File: config.mk
export PLATFORM = sky130hd
export DESIGN_NAME = spi_mem_target
export DESIGN_NICKNAME = d
export VERILOG_FILES = /design/src/rtl/spi_mem_target.sv
export SDC_FILE = /design/constraint.sdc
export NUM_CORES = 1
export LEC_CHECK = 0
export CORE_MARGIN = 2
export CORE_UTILIZATION = 30
export CTS_CLUSTER_DIAMETER = 120
export DETAILED_ROUTE_END_ITERATION = 16
export PLACE_DENSITY = 0.54
export SLEW_MARGIN = 25
export SYNTH_ARGS = -nofsm -noshare
export SYNTH_HDL_FRONTEND = slang
export SYNTH_SLANG_ARGS = --single-unit
File: constraint.sdc
create_clock -name clk -period 4.6 [get_ports clk]
set_input_delay 0.69 -clock clk [delete_from_list [all_inputs] [get_ports clk]]
set_output_delay 0.69 -clock clk [all_outputs]
set_load 0.005 [all_outputs]
File: src/rtl/spi_mem_target.sv
// SPI mode-0 target giving an external host byte access to an internal memory; all pins oversampled on clk.
// Optional write command (0x02) is compiled in with `define SPI_MEM_TARGET_WRITE_EN.
module spi_mem_target #(
    parameter int SYNC_STAGES = 2,
    parameter int ADDR_W      = 16
) (
    input  logic              clk,
    input  logic              rst,
    input  logic              spi_cs,
    input  logic              spi_sclk,
    input  logic              spi_mosi,
    output logic              spi_miso,
    output logic              spi_miso_oe,
    output logic [ADDR_W-1:0] mem_addr,
    output logic              mem_rd_en,
    input  logic [7:0]        mem_rdata,
    output logic              mem_wr_en,
    output logic [7:0]        mem_wdata,
    output logic              busy,
    output logic              cmd_err
);

`ifdef SPI_MEM_TARGET_WRITE_EN
    localparam bit WRITE_EN = 1'b1;
`else
    localparam bit WRITE_EN = 1'b0;
`endif

    // IDLE wait CS | CMD opcode | ADDR_HI/ADDR_LO address | RD_DATA/WR_DATA stream | IGNORE until CS high
    typedef enum logic [2:0] {
        S_IDLE, S_CMD, S_ADDR_HI, S_ADDR_LO, S_RD_DATA, S_WR_DATA, S_IGNORE
    } state_t;

    state_t r_state;
    state_t w_state_nxt;

    logic [SYNC_STAGES-1:0] r_cs_sync;
    logic [SYNC_STAGES-1:0] r_sclk_sync;
    logic [SYNC_STAGES-1:0] r_mosi_sync;
    logic [2:0]             r_bit_cnt;
    logic [6:0]             r_rx;
    logic [7:0]             r_tx;
    logic [7:0]             r_addr_hi;
    logic                   r_is_write;
    logic [ADDR_W-1:0]      r_mem_addr;
    logic                   r_rd_en;
    logic                   r_rd_pend;
    logic                   r_wr_en;
    logic [7:0]             r_wdata;
    logic                   r_miso;
    logic                   r_miso_oe;
    logic                   r_busy;
    logic                   r_cmd_err;

    logic        w_cs_n;
    logic        w_rise;
    logic        w_fall;
    logic        w_mosi;
    logic [7:0]  w_byte;
    logic        w_byte_done;
    logic        w_cmd_ok;
    logic [15:0] w_addr_full;

    assign w_cs_n      = r_cs_sync[SYNC_STAGES-1];
    assign w_rise      = r_sclk_sync[SYNC_STAGES-2] & ~r_sclk_sync[SYNC_STAGES-1];
    assign w_fall      = ~r_sclk_sync[SYNC_STAGES-2] & r_sclk_sync[SYNC_STAGES-1];
    assign w_mosi      = r_mosi_sync[SYNC_STAGES-1];
    assign w_byte      = {r_rx, w_mosi};
    assign w_byte_done = w_rise && (r_bit_cnt == 3'd7);
    assign w_cmd_ok    = (w_byte == 8'h03) || (WRITE_EN && (w_byte == 8'h02));
    assign w_addr_full = {r_addr_hi, w_byte};

    always_ff @(posedge clk or posedge rst) begin
        if (rst) begin
            r_state <= S_IDLE;
        end else begin
            r_state <= w_state_nxt;
        end
    end

    always_comb begin
        w_state_nxt = r_state;
        if (w_cs_n) begin
            w_state_nxt = S_IDLE;
        end else begin
            case (r_state)
                S_IDLE:    w_state_nxt = S_CMD;
                S_CMD:     if (w_byte_done) w_state_nxt = w_cmd_ok ? S_ADDR_HI : S_IGNORE;
                S_ADDR_HI: if (w_byte_done) w_state_nxt = S_ADDR_LO;
                S_ADDR_LO: if (w_byte_done) w_state_nxt = r_is_write ? S_WR_DATA : S_RD_DATA;
                default:   w_state_nxt = r_state;
            endcase
        end
    end

    always_ff @(posedge clk or posedge rst) begin
        if (rst) begin
            r_cs_sync   <= '1;
            r_sclk_sync <= '0;
            r_mosi_sync <= '0;
            r_bit_cnt   <= '0;
            r_rx        <= '0;
            r_tx        <= '0;
            r_addr_hi   <= '0;
            r_is_write  <= 1'b0;
            r_mem_addr  <= '0;
            r_rd_en     <= 1'b0;
            r_rd_pend   <= 1'b0;
            r_wr_en     <= 1'b0;
            r_wdata     <= '0;
            r_miso      <= 1'b0;
            r_miso_oe   <= 1'b0;
            r_busy      <= 1'b0;
            r_cmd_err   <= 1'b0;
        end else begin
            r_cs_sync   <= {r_cs_sync[SYNC_STAGES-2:0], spi_cs};
            r_sclk_sync <= {r_sclk_sync[SYNC_STAGES-2:0], spi_sclk};
            r_mosi_sync <= {r_mosi_sync[SYNC_STAGES-2:0], spi_mosi};
            r_rd_en     <= 1'b0;
            r_wr_en     <= 1'b0;
            r_rd_pend   <= r_rd_en;
            if (r_rd_pend) r_tx <= mem_rdata;
            // a completed write advances the address even if CS drops right after it
            if (r_wr_en) r_mem_addr <= r_mem_addr + ADDR_W'(1);
            if (w_cs_n) begin
                r_busy    <= 1'b0;
                r_miso    <= 1'b0;
                r_miso_oe <= 1'b0;
                r_bit_cnt <= '0;
            end else if (r_state == S_IDLE) begin
                r_busy    <= 1'b1;
                r_cmd_err <= 1'b0;
                r_bit_cnt <= '0;
            end else begin
                if (w_rise) begin
                    r_rx      <= w_byte[6:0];
                    r_bit_cnt <= r_bit_cnt + 3'd1;
                end
                if (w_byte_done) begin
                    case (r_state)
                        S_CMD: begin
                            r_is_write <= WRITE_EN && (w_byte == 8'h02);
                            if (!w_cmd_ok) r_cmd_err <= 1'b1;
                        end
                        S_ADDR_HI: r_addr_hi <= w_byte;
                        S_ADDR_LO: begin
                            r_mem_addr <= w_addr_full[ADDR_W-1:0];
                            r_rd_en    <= !r_is_write;
                        end
                        S_RD_DATA: begin
                            r_mem_addr <= r_mem_addr + ADDR_W'(1);
                            r_rd_en    <= 1'b1;
                        end
                        S_WR_DATA: begin
                            r_wdata <= w_byte;
                            r_wr_en <= 1'b1;
                        end
                        default: ;
                    endcase
                end
                if (w_fall && (r_state == S_RD_DATA)) begin
                    r_miso    <= r_tx[7];
                    r_tx      <= {r_tx[6:0], 1'b0};
                    r_miso_oe <= 1'b1;
                end
            end
        end
    end

    assign spi_miso    = r_miso;
    assign spi_miso_oe = r_miso_oe;
    assign mem_addr    = r_mem_addr;
    assign mem_rd_en   = r_rd_en;
    assign mem_wr_en   = WRITE_EN & r_wr_en;
    assign mem_wdata   = WRITE_EN ? r_wdata : 8'h00;
    assign busy        = r_busy;
    assign cmd_err     = r_cmd_err;

endmodule

==> results_dict.tcl, run 1 <==
set metrics [dict create \
    ant_nets 0 \
    internal_power_uw 823 \
    start_kind "flop" \
    track_usage_pct 13.7 \
    netSwitchingPower_uw 251 \
    drc 0 \
    status "complete, no violations" \
    synth-edff-count 0 \
    slew-limit-headroom_pct 56.6 \
    viasPerCell 4.86 \
    synthArstFlopShare_pct 100 \
    crit_path_frequent_cell "ha_1" \
    dr.pass1.iters 4 \
    antenna_found_initial 0 \
    chipWidth_um 103 \
    critical_path.cell_chain "ha_1 > ha_1 > nor4bb_1 > buf_4 > nand3_1 > mux2_2" \
    dpl_cell_area_um2 3350 \
    grt_pass1_vias 2128 \
    power_density_nw_per_um2 304 \
    drt-wirelength-per-cell_um 14.5 \
    critPathKind "flop to flop" \
    power_frac_comb_pct 5.1 \
    ios 43 \
    hold_class "flop to flop" \
    cp_data_arrival_time_ps 2320 \
    hold_violations 0 \
    area_growth_pct 20.4 \
    clock_path_buffers 2 \
    numCtsBuffers 9 \
    fmax_mhz 475 \
    critPathMaxFanout 8 \
    ctsHoldBuffers 0 \
    grt.overflow.total 0 \
    synth_area_per_cell_um2 10.3 \
    worstMarginPinSlew_ps 651 \
    synth.yosys.seq_area_share_pct 49.6 \
    clkTransAtPathRegs_ps 60 \
    initial_core_util_pct 30.4 \
    nFillCells 988 \
    num_vias 2200 \
    die_area_um2 10600 \
    rsz0062_at_grt "false" \
    finalSetupTns_ps 0 \
    placed_cells 438 \
    cts_resized 0 \
    drt-initial-drc-count 84 \
    ys.flop_type "dfrtp_1" \
    port_buffers 33 \
    synth_cells 284 \
    cts_setup_buffers 0 \
    power.total_mw 1.07 \
    maxCapViolCount 0 \
    crit_path_top_delay_cell "mux2_2" \
    gp_congestion 0.807 \
    final-setup-viol-count 0 \
    cp_slowest_stage_delay_ps 420 \
    critical_path.top_delay_family "simple AND/OR/NAND/NOR gates" \
    fin_util_pct 36.6 \
    peakVddDrop_mv 0.159 \
    grt_pass1_wl_um 10800 \
    totalWireLength_um 6570 \
    synth.cell_area_um2 2930 \
    drive_above_1_share_pct 13.4 \
    swShare_pct 23.4 \
    ys_ff_latch 58 \
    clock_skew_ps 8.68 \
    yosysUniqueCellTypes 48 \
    fin_cells 453 \
    ctsHtreeMaxLevel 3 \
    hpwl_um 4710 \
    fin_area_um2 3530 \
    fp-row-count 36 \
    insertion_delay_ps 340 \
    power.leakage_nw 1.46 \
    path_buf_inv 1 \
    crit_required_ps 4820 \
    grt_max_degree 31 \
    p_seq_share_pct 52.6 \
    slew_viol_final 0 \
    fin_crit_ps 2100 \
    die_h_um 103 \
    p_clk_share_pct 42.3 \
    num_antenna_cells 0 \
    core_um2 9640 \
    yosys_warnings 0 \
    setup.worst_path.end_class "flop" \
    fin_nets 332 \
    clock_sinks 58 \
    cts_tree "yes" \
    cts_root_buf "clkbuf_8" \
    finalCritPeriodShare_pct 45.7 \
]
==> per-stage QoR <==
step	worst slack, ps	hold WS (ps)
finish	2500	355
global route	2350	361
CTS	2490	356
detailed placement	2520	347
global placement	2560	332
floorplan	2490	331
==> synth_stat cells (all sizes together), types with 2 or more instances <==
cell / n / share of area [%]
o22ai: 5 / 1.1
or3: 5 / 1.2
o31ai: 2 / 0.51
mux2i: 12 / 4.1
mux2: 15 / 5.8
nand2b: 2 / 0.43
nor2: 31 / 4.1
o21ai: 20 / 3.9
and3b: 2 / 0.60
a22oi: 3 / 0.77
clkbuf: 4 / 0.51
a21oi: 19 / 3.4
dfrtp: 56 / 48
dfstp: 2 / 1.8
inv: 5 / 0.64
ha: 3 / 1.3
nor3: 5 / 0.85
nand4: 7 / 1.7
a21o: 2 / 0.51
buf: 19 / 4.2
xnor2: 8 / 2.4
nor4: 2 / 0.43
xor2: 7 / 2.1
nand2: 23 / 2.9
nand3: 5 / 0.85
a31oi: 2 / 0.43
a211oi: 3 / 0.77
nand3b: 3 / 0.77
==> path summary, 6_finish.rpt <==
kind,from,to,slack [ps],cells after the start
max in group asynchronous,rst,r_rx[1],3010,3
min reg2reg,r_cs_sync[0],r_cs_sync[1],350,0
max reg2reg,r_bit_cnt[0],r_addr_hi[5],2500,6
min,r_cs_sync[0],r_cs_sync[1],350,0
max,r_bit_cnt[0],r_addr_hi[5],2500,6
min in group asynchronous,rst,spi_miso_oe,770,2
==> placed cells by master, fill, tap and decap left out, types with 2 or more instances in the layout <==
cell type        synthesis  routed
a21o_1                   2       2
inv_1                    5       4
nand2_1                 23      23
clkbuf_8                 0      10
mux2i_1                 12      12
conb_1                   1       9
o22ai_1                  5       5
a22oi_1                  3       3
a31oi_1                  2       2
or3_1                    4       4
dfstp_2                  2       2
nand2b_1                 2       2
a211oi_1                 3       3
nand3b_1                 3       3
nor2_2                   2       2
ha_1                     3       3
xnor2_1                  8       8
a21oi_1                 18      18
nor4_1                   2       2
nor3_1                   5       5
clkbuf_1                 4       3
nor2_1                  29      29
mux2_2                  15      15
and3b_1                  2       2
clkdlybuf4s50_1          0      33
xor2_1                   7       7
buf_4                   12       3
dfrtp_1                 56      56
o21ai_0                 18      18
nand3_1                  5       5
nand4_1                  6       6
o31ai_1                  2       2
==> state kept, by name, summed over array words and instances, names as in the netlist, 2 cells and up <==
register	count
r_addr_hi	8
r_tx	8
r_sclk_sync	2
r_mosi_sync	2
r_rx	7
r_cs_sync	2
r_bit_cnt	3
mem_addr	16
r_state	3
==> final cells by class <==
type,instances,area [µm²],share of cell area [%]
Timing Repair Buffer,36,353,9.99
Sequential cell,58,1450,41.2
Clock buffer,13,149,4.22
Inverter,5,18.8,0.531
Multi-Input combinational cell,206,1350,38.3
Clock inverter,2,37.5,1.06
Tap cell,133,166,4.71
==> per-layer routing <==
| layer | share of wire, % | vias to the layer above | global-route usage (%) |
|---|---|---|---|
| met5 | 0 | - | 0 |
| met4 | 2.2 | 0 | 5.47 |
| met3 | 5.3 | 14 | 4.68 |
| met2 | 46 | 55 | 21.0 |
| met1 | 47 | 1075 | 17.9 |
| li1 | - | 1056 | - |
==> power by group through the flow <==
| stage | combinational [mW] | sequential [mW] | clock [mW] |
|---|---|---|---|
| 6_report | 0.0551 | 0.565 | 0.454 |
| 5_1_grt | 0.0630 | 0.568 | 0.496 |
| 4_1_cts | 0.0567 | 0.564 | 0.467 |
| 3_5_place_dp | 0.0565 | 0.574 | 0 |
| 3_3_place_gp | 0.0554 | 0.574 | 0 |
| 2_1_floorplan | 0.0451 | 0.556 | 0 |
==> cells by family after synthesis <==
family                   after synthesis  share of synthesized area [%]
buffers and inverters                 28                           5.33
AND/OR/NAND/NOR                       91                           16.5
multiplexers                          27                           9.85
AO/OA/AOI/OAI                         61                           12.9
adder cells (fa/ha/maj)                3                           1.28
flip-flops                            58                           49.6
other                                  1                          0.128
XOR/XNOR                              15                           4.48
(Power assumes the default switching activity.)
==> run 2, diff against run 1 <==
clock period = 2.1 ns   (was 4.6 ns; I/O delays follow)
==> run 2 against run 1 <==
Compared with the run above:
- non-clock buffer count grew 13
- first-iteration DRC count grew 27%
- largest power group unchanged
- maximum frequency grew 9.9%
==> results_dict.tcl, run 2 (synthesized netlist as in run 1, its figures left out) <==
set metrics [dict create \
    grt_pass1_vias 2185 \
    port_buffers 33 \
    totalWireLength_um 6640 \
    setup.worst_path.end_class "flop" \
    r2r-start "r_bit_cnt[0]" \
    finalCritPeriodShare_pct 91.1 \
    clkTransAtPathRegs_ps 70 \
    fmax_mhz 523 \
    insertion_delay_ps 340 \
    status "complete, no violations" \
    r2r_slack_ps 190 \
    critPathKind "flop to flop" \
    clock_path_buffers 2 \
    fp-row-count 36 \
    drt-wirelength-per-cell_um 14.2 \
    clock_skew_ps 8.94 \
    startpoint "r_bit_cnt[0]" \
    hpwl_um 4900 \
    drt-initial-drc-count 107 \
    hold_class "primary input to asynchronous set/reset pin" \
    gp_congestion 0.819 \
    clock_sinks 58 \
    endpoint "mem_addr[10]" \
    die_h_um 103 \
    grt_max_degree 24 \
    ctsHoldBuffers 0 \
    initial_core_util_pct 30.4 \
    area_growth_pct 26.3 \
    track_usage_pct 14.1 \
    grt_pass1_wl_um 11300 \
    cts_root_buf "clkbuf_8" \
    maxCapViolCount 0 \
    layout_commonest_cell "dfrtp_1" \
    antenna_found_initial 0 \
    final-setup-viol-count 0 \
    crit_required_ps 2380 \
    final_cell_mix "dfrtp_1, clkdlybuf4s50_1, nor2_1" \
    fin_nets 345 \
    hold_violations 0 \
    dr.pass1.iters 4 \
    num_vias 2215 \
    drc 0 \
    largest_register_ffs 16 \
    num_antenna_cells 0 \
    cp_data_arrival_time_ps 2200 \
    start_kind "flop" \
    placed_cells 451 \
    core_um2 9640 \
    peakVddDrop_mv 0.509 \
    cts_tree "yes" \
    fin_crit_ps 1910 \
    die_area_um2 10600 \
    drive_above_1_share_pct 17.7 \
    critPathMaxFanout 7 \
    worstReg2RegEnd "mem_addr[10]" \
    power_density_nw_per_um2 703 \
    chipWidth_um 103 \
    fin_cells 467 \
    grt.overflow.total 0 \
    finalSetupTns_ps 0 \
    viasPerCell 4.74 \
    ctsHtreeMaxLevel 3 \
    ant_nets 0 \
    rsz0062_at_grt "true" \
    power.leakage_nw 1.56 \
    reg2reg_depth 8 \
    ios 43 \
    slew_viol_final 0 \
    numCtsBuffers 9 \
]
-- run 2: final cells by class --
class / instances / area [µm²]
Fill cell: 984 / 5930
Inverter: 5 / 18.8
Multi-Input combinational cell: 206 / 1370
Sequential cell: 58 / 1450
Clock buffer: 11 / 131
Timing Repair Buffer: 49 / 463
Tap cell: 133 / 166
Clock inverter: 5 / 103
-- run 2: worst min path at each step --
stage,startpoint,cells after the start,to
after global placement,r_mosi_sync[0],0,r_mosi_sync[1]
after CTS,rst,2,r_state[1]
after floorplan,spi_cs,0,r_cs_sync[0]
after global routing,rst,2,r_state[1]
after detailed placement,r_mosi_sync[0],0,r_mosi_sync[1]
final,rst,2,r_state[1]
-- run 2: power by group --
group	switching, mW	leakage [nW]	total (mW)	internal [mW]
Sequential	0.0794	0.747	1.24	1.16
Clock	0.444	0.114	1.23	0.787
Combinational	0.0574	0.696	0.131	0.0732
-- run 2: critical path, cell delays in order (launching register included) --
cell and delay, ps:
dfrtp_1 360, ha_1 150, ha_1 180, nor4bb_4 280, buf_4 200, a21o_1 220, a21oi_1 90, a311oi_1 270
a21o_1 110
-- run 2: layer usage --
layer / routed length [µm] / up-vias / GRT usage, %
met2: 3040 / 53 / 21.7
met3: 267 / 10 / 3.86
met1: 3230 / 1075 / 19.0
met4: 96 / 0 / 5.16
met5: 0 / - / 0
li1: - / 1077 / -
-- run 2: what timing repair did --
item                                    in CTS  in global routing
buffers inserted                             0                  0
gates resized for setup                      0                  2
endpoints found under the setup margin       0                  3
-- run 2: through the flow --
stage / utilization, % / setup WS (ps) / hold slack, ps / area [µm²] / power [mW]
global route: 38.4 / 13.0 / 326 / 3700 / 2.71
global placement: 35.9 / 216 / 332 / 3460 / 1.39
CTS: 38.3 / 146 / 304 / 3690 / 2.64
finish: 38.4 / 186 / 305 / 3700 / 2.60
detailed placement: 35.9 / 150 / 339 / 3460 / 1.40
floorplan: - / 306 / 319 / 2960 / 1.32
==> run 3, diff against run 2 <==
TNS_END_PERCENT = 20   (was not set)
==> run 3 against run 2 <==
Compared with the run above:
- critical endpoint unchanged
- combinational power hardly changed
- die area stayed put
- non-clock buffer count stayed put
- largest cell class unchanged
- count of clock-buffer cells in the layout stayed put
- utilization is 0.16 points lower
- design area is 0.41% lower
- worst hold slack worse by 0.70 ps
- critical path depth stayed put
- wire length is 0.17% lower
- flip-flop and latch count stayed put
- largest power group unchanged
- maximum frequency is 1.3% lower
- sequential share of layout area is 0.16 points higher
==> results_dict.tcl, run 3 (synthesized netlist as in run 1, its figures left out) <==
set metrics [dict create \
    status "complete, no violations" \
    clock_skew_ps 9.14 \
    port_buffers 33 \
    path_buf_inv 1 \
    grt_pass1_wl_um 11300 \
    drc 0 \
    numCtsBuffers 9 \
    power.total_mw 2.60 \
    cts_setup_buffers 0 \
    largest_register_ffs 16 \
    chipWidth_um 103 \
    layout_commonest_cell "dfrtp_1" \
    track_usage_pct 14.1 \
    area_growth_pct 25.8 \
    final-setup-viol-count 0 \
    maxCapViolCount 0 \
    hpwl_um 4900 \
    placed_cells 451 \
    fin_cells 467 \
    grt.overflow.total 0 \
    totalWireLength_um 6630 \
    slew_viol_final 0 \
    critical_path.top_delay_family "compound AO/OA/AOI/OAI gates" \
    initial_core_util_pct 30.4 \
    die_h_um 103 \
    ios 43 \
    ant_nets 0 \
    clock_sinks 58 \
    cts_tree "yes" \
    fmax_mhz 516 \
    critical_path.cell_chain "ha_1 > ha_1 > nor4bb_1 > buf_4 > a21o_1 > a21oi_1 > a311oi_1 > a21o_1" \
    critPathMaxFanout 7 \
    ctsHoldBuffers 0 \
    fin_nets 345 \
    clock_path_buffers 2 \
    critPathKind "flop to flop" \
    num_vias 2224 \
    rsz0062_at_grt "true" \
    core_um2 9640 \
    start_kind "flop" \
    cts_resized 0 \
    ctsHtreeMaxLevel 3 \
    viasPerCell 4.76 \
    antenna_found_initial 0 \
    power.leakage_nw 1.55 \
    crit_required_ps 2380 \
    hold_ws_ps 304 \
    fin_crit_ps 1940 \
    die_area_um2 10600 \
    hold_class "primary input to asynchronous set/reset pin" \
    fp-row-count 36 \
    post-place-ws_ps 150 \
    gp_congestion 0.819 \
    cp_data_arrival_time_ps 2220 \
    power_density_nw_per_um2 705 \
    setup.worst_path.end_class "flop" \
    drive_above_1_share_pct 17.4 \
    nFillCells 985 \
    drt-wirelength-per-cell_um 14.2 \
    peakVddDrop_mv 0.509 \
    grt_max_degree 24 \
    finalCritPeriodShare_pct 92.3 \
    num_antenna_cells 0 \
    worst_slack_ps 162 \
    clkTransAtPathRegs_ps 70 \
    fin_util_pct 38.3 \
    crit_path_top_delay_cell "dfrtp_1" \
    hold_violations 0 \
    insertion_delay_ps 340 \
    final_cell_mix "dfrtp_1, clkdlybuf4s50_1, nor2_1" \
    grt_pass1_vias 2185 \
    cts_root_buf "clkbuf_8" \
    dr.pass1.iters 4 \
    drt-initial-drc-count 86 \
    cp_slowest_stage_delay_ps 360 \
]
==> run 3: cell types whose count changed in the layout (fill, tap and decap cells not counted) <==
cell / before / now
nor4bb_4: 1 / 0
nor4bb_1: 0 / 1
==> run 3: worst reg2reg max path, stage by stage, from the launching register on <==
cell and delay [ps]:
dfrtp_1 360, ha_1 150, ha_1 180, nor4bb_1 290, buf_4 210, a21o_1 220
a21oi_1 90, a311oi_1 270, a21o_1 110
==> run 3: area by class of cell <==
cell class,count,area [µm²],share of cell area [%]
Sequential cell,58,1450,39.4
Clock buffer,11,131,3.56
Clock inverter,5,103,2.78
Multi-Input combinational cell,206,1350,36.7
Inverter,5,18.8,0.509
Tap cell,133,166,4.51
Timing Repair Buffer,49,463,12.5
==> run 3: where the power goes <==
part | switching [mW] | internal, mW | leakage, nW | total (mW)
Combinational | 0.0575 | 0.0725 | 0.692 | 0.130
Clock | 0.445 | 0.787 | 0.114 | 1.23
Sequential | 0.0781 | 1.16 | 0.747 | 1.24
Total | 0.581 | 2.02 | 1.55 | 2.60
==> run 3: path summary, 6_finish.rpt <==
kind	startpoint	endpoint	slack, ps	depth (start not counted)
worst max-delay path	r_bit_cnt[0]	mem_addr[10]	160	8
worst max register to register	r_bit_cnt[0]	mem_addr[10]	160	8
worst min register to register	r_mosi_sync[0]	r_mosi_sync[1]	340	0
min in group clk	r_mosi_sync[0]	r_mosi_sync[1]	340	0
max in group asynchronous	rst	mem_addr[3]	1190	3
worst min-delay path	rst	r_state[1]	300	2
==> run 3: routing by layer <==
metal  share of wire [%]  routed length (µm)  vias up  GRT usage, %
met4                 1.4                  96        0          5.16
met3                 4.1                 269       10          3.86
met2                  46                3020       52          21.7
met5                   0                   0        -             0
li1                    -                   -     1077             -
met1                  49                3240     1085          19.0
==> run 3: metrics by stage <==
stage | instance area (µm²) | TNS [ps]
2_1_floorplan | 2960 | 0
3_3_place_gp | 3460 | 0
3_5_place_dp | 3460 | 0
4_1_cts | 3690 | 0
5_1_grt | 3690 | -49.7
6_report | 3690 | 0
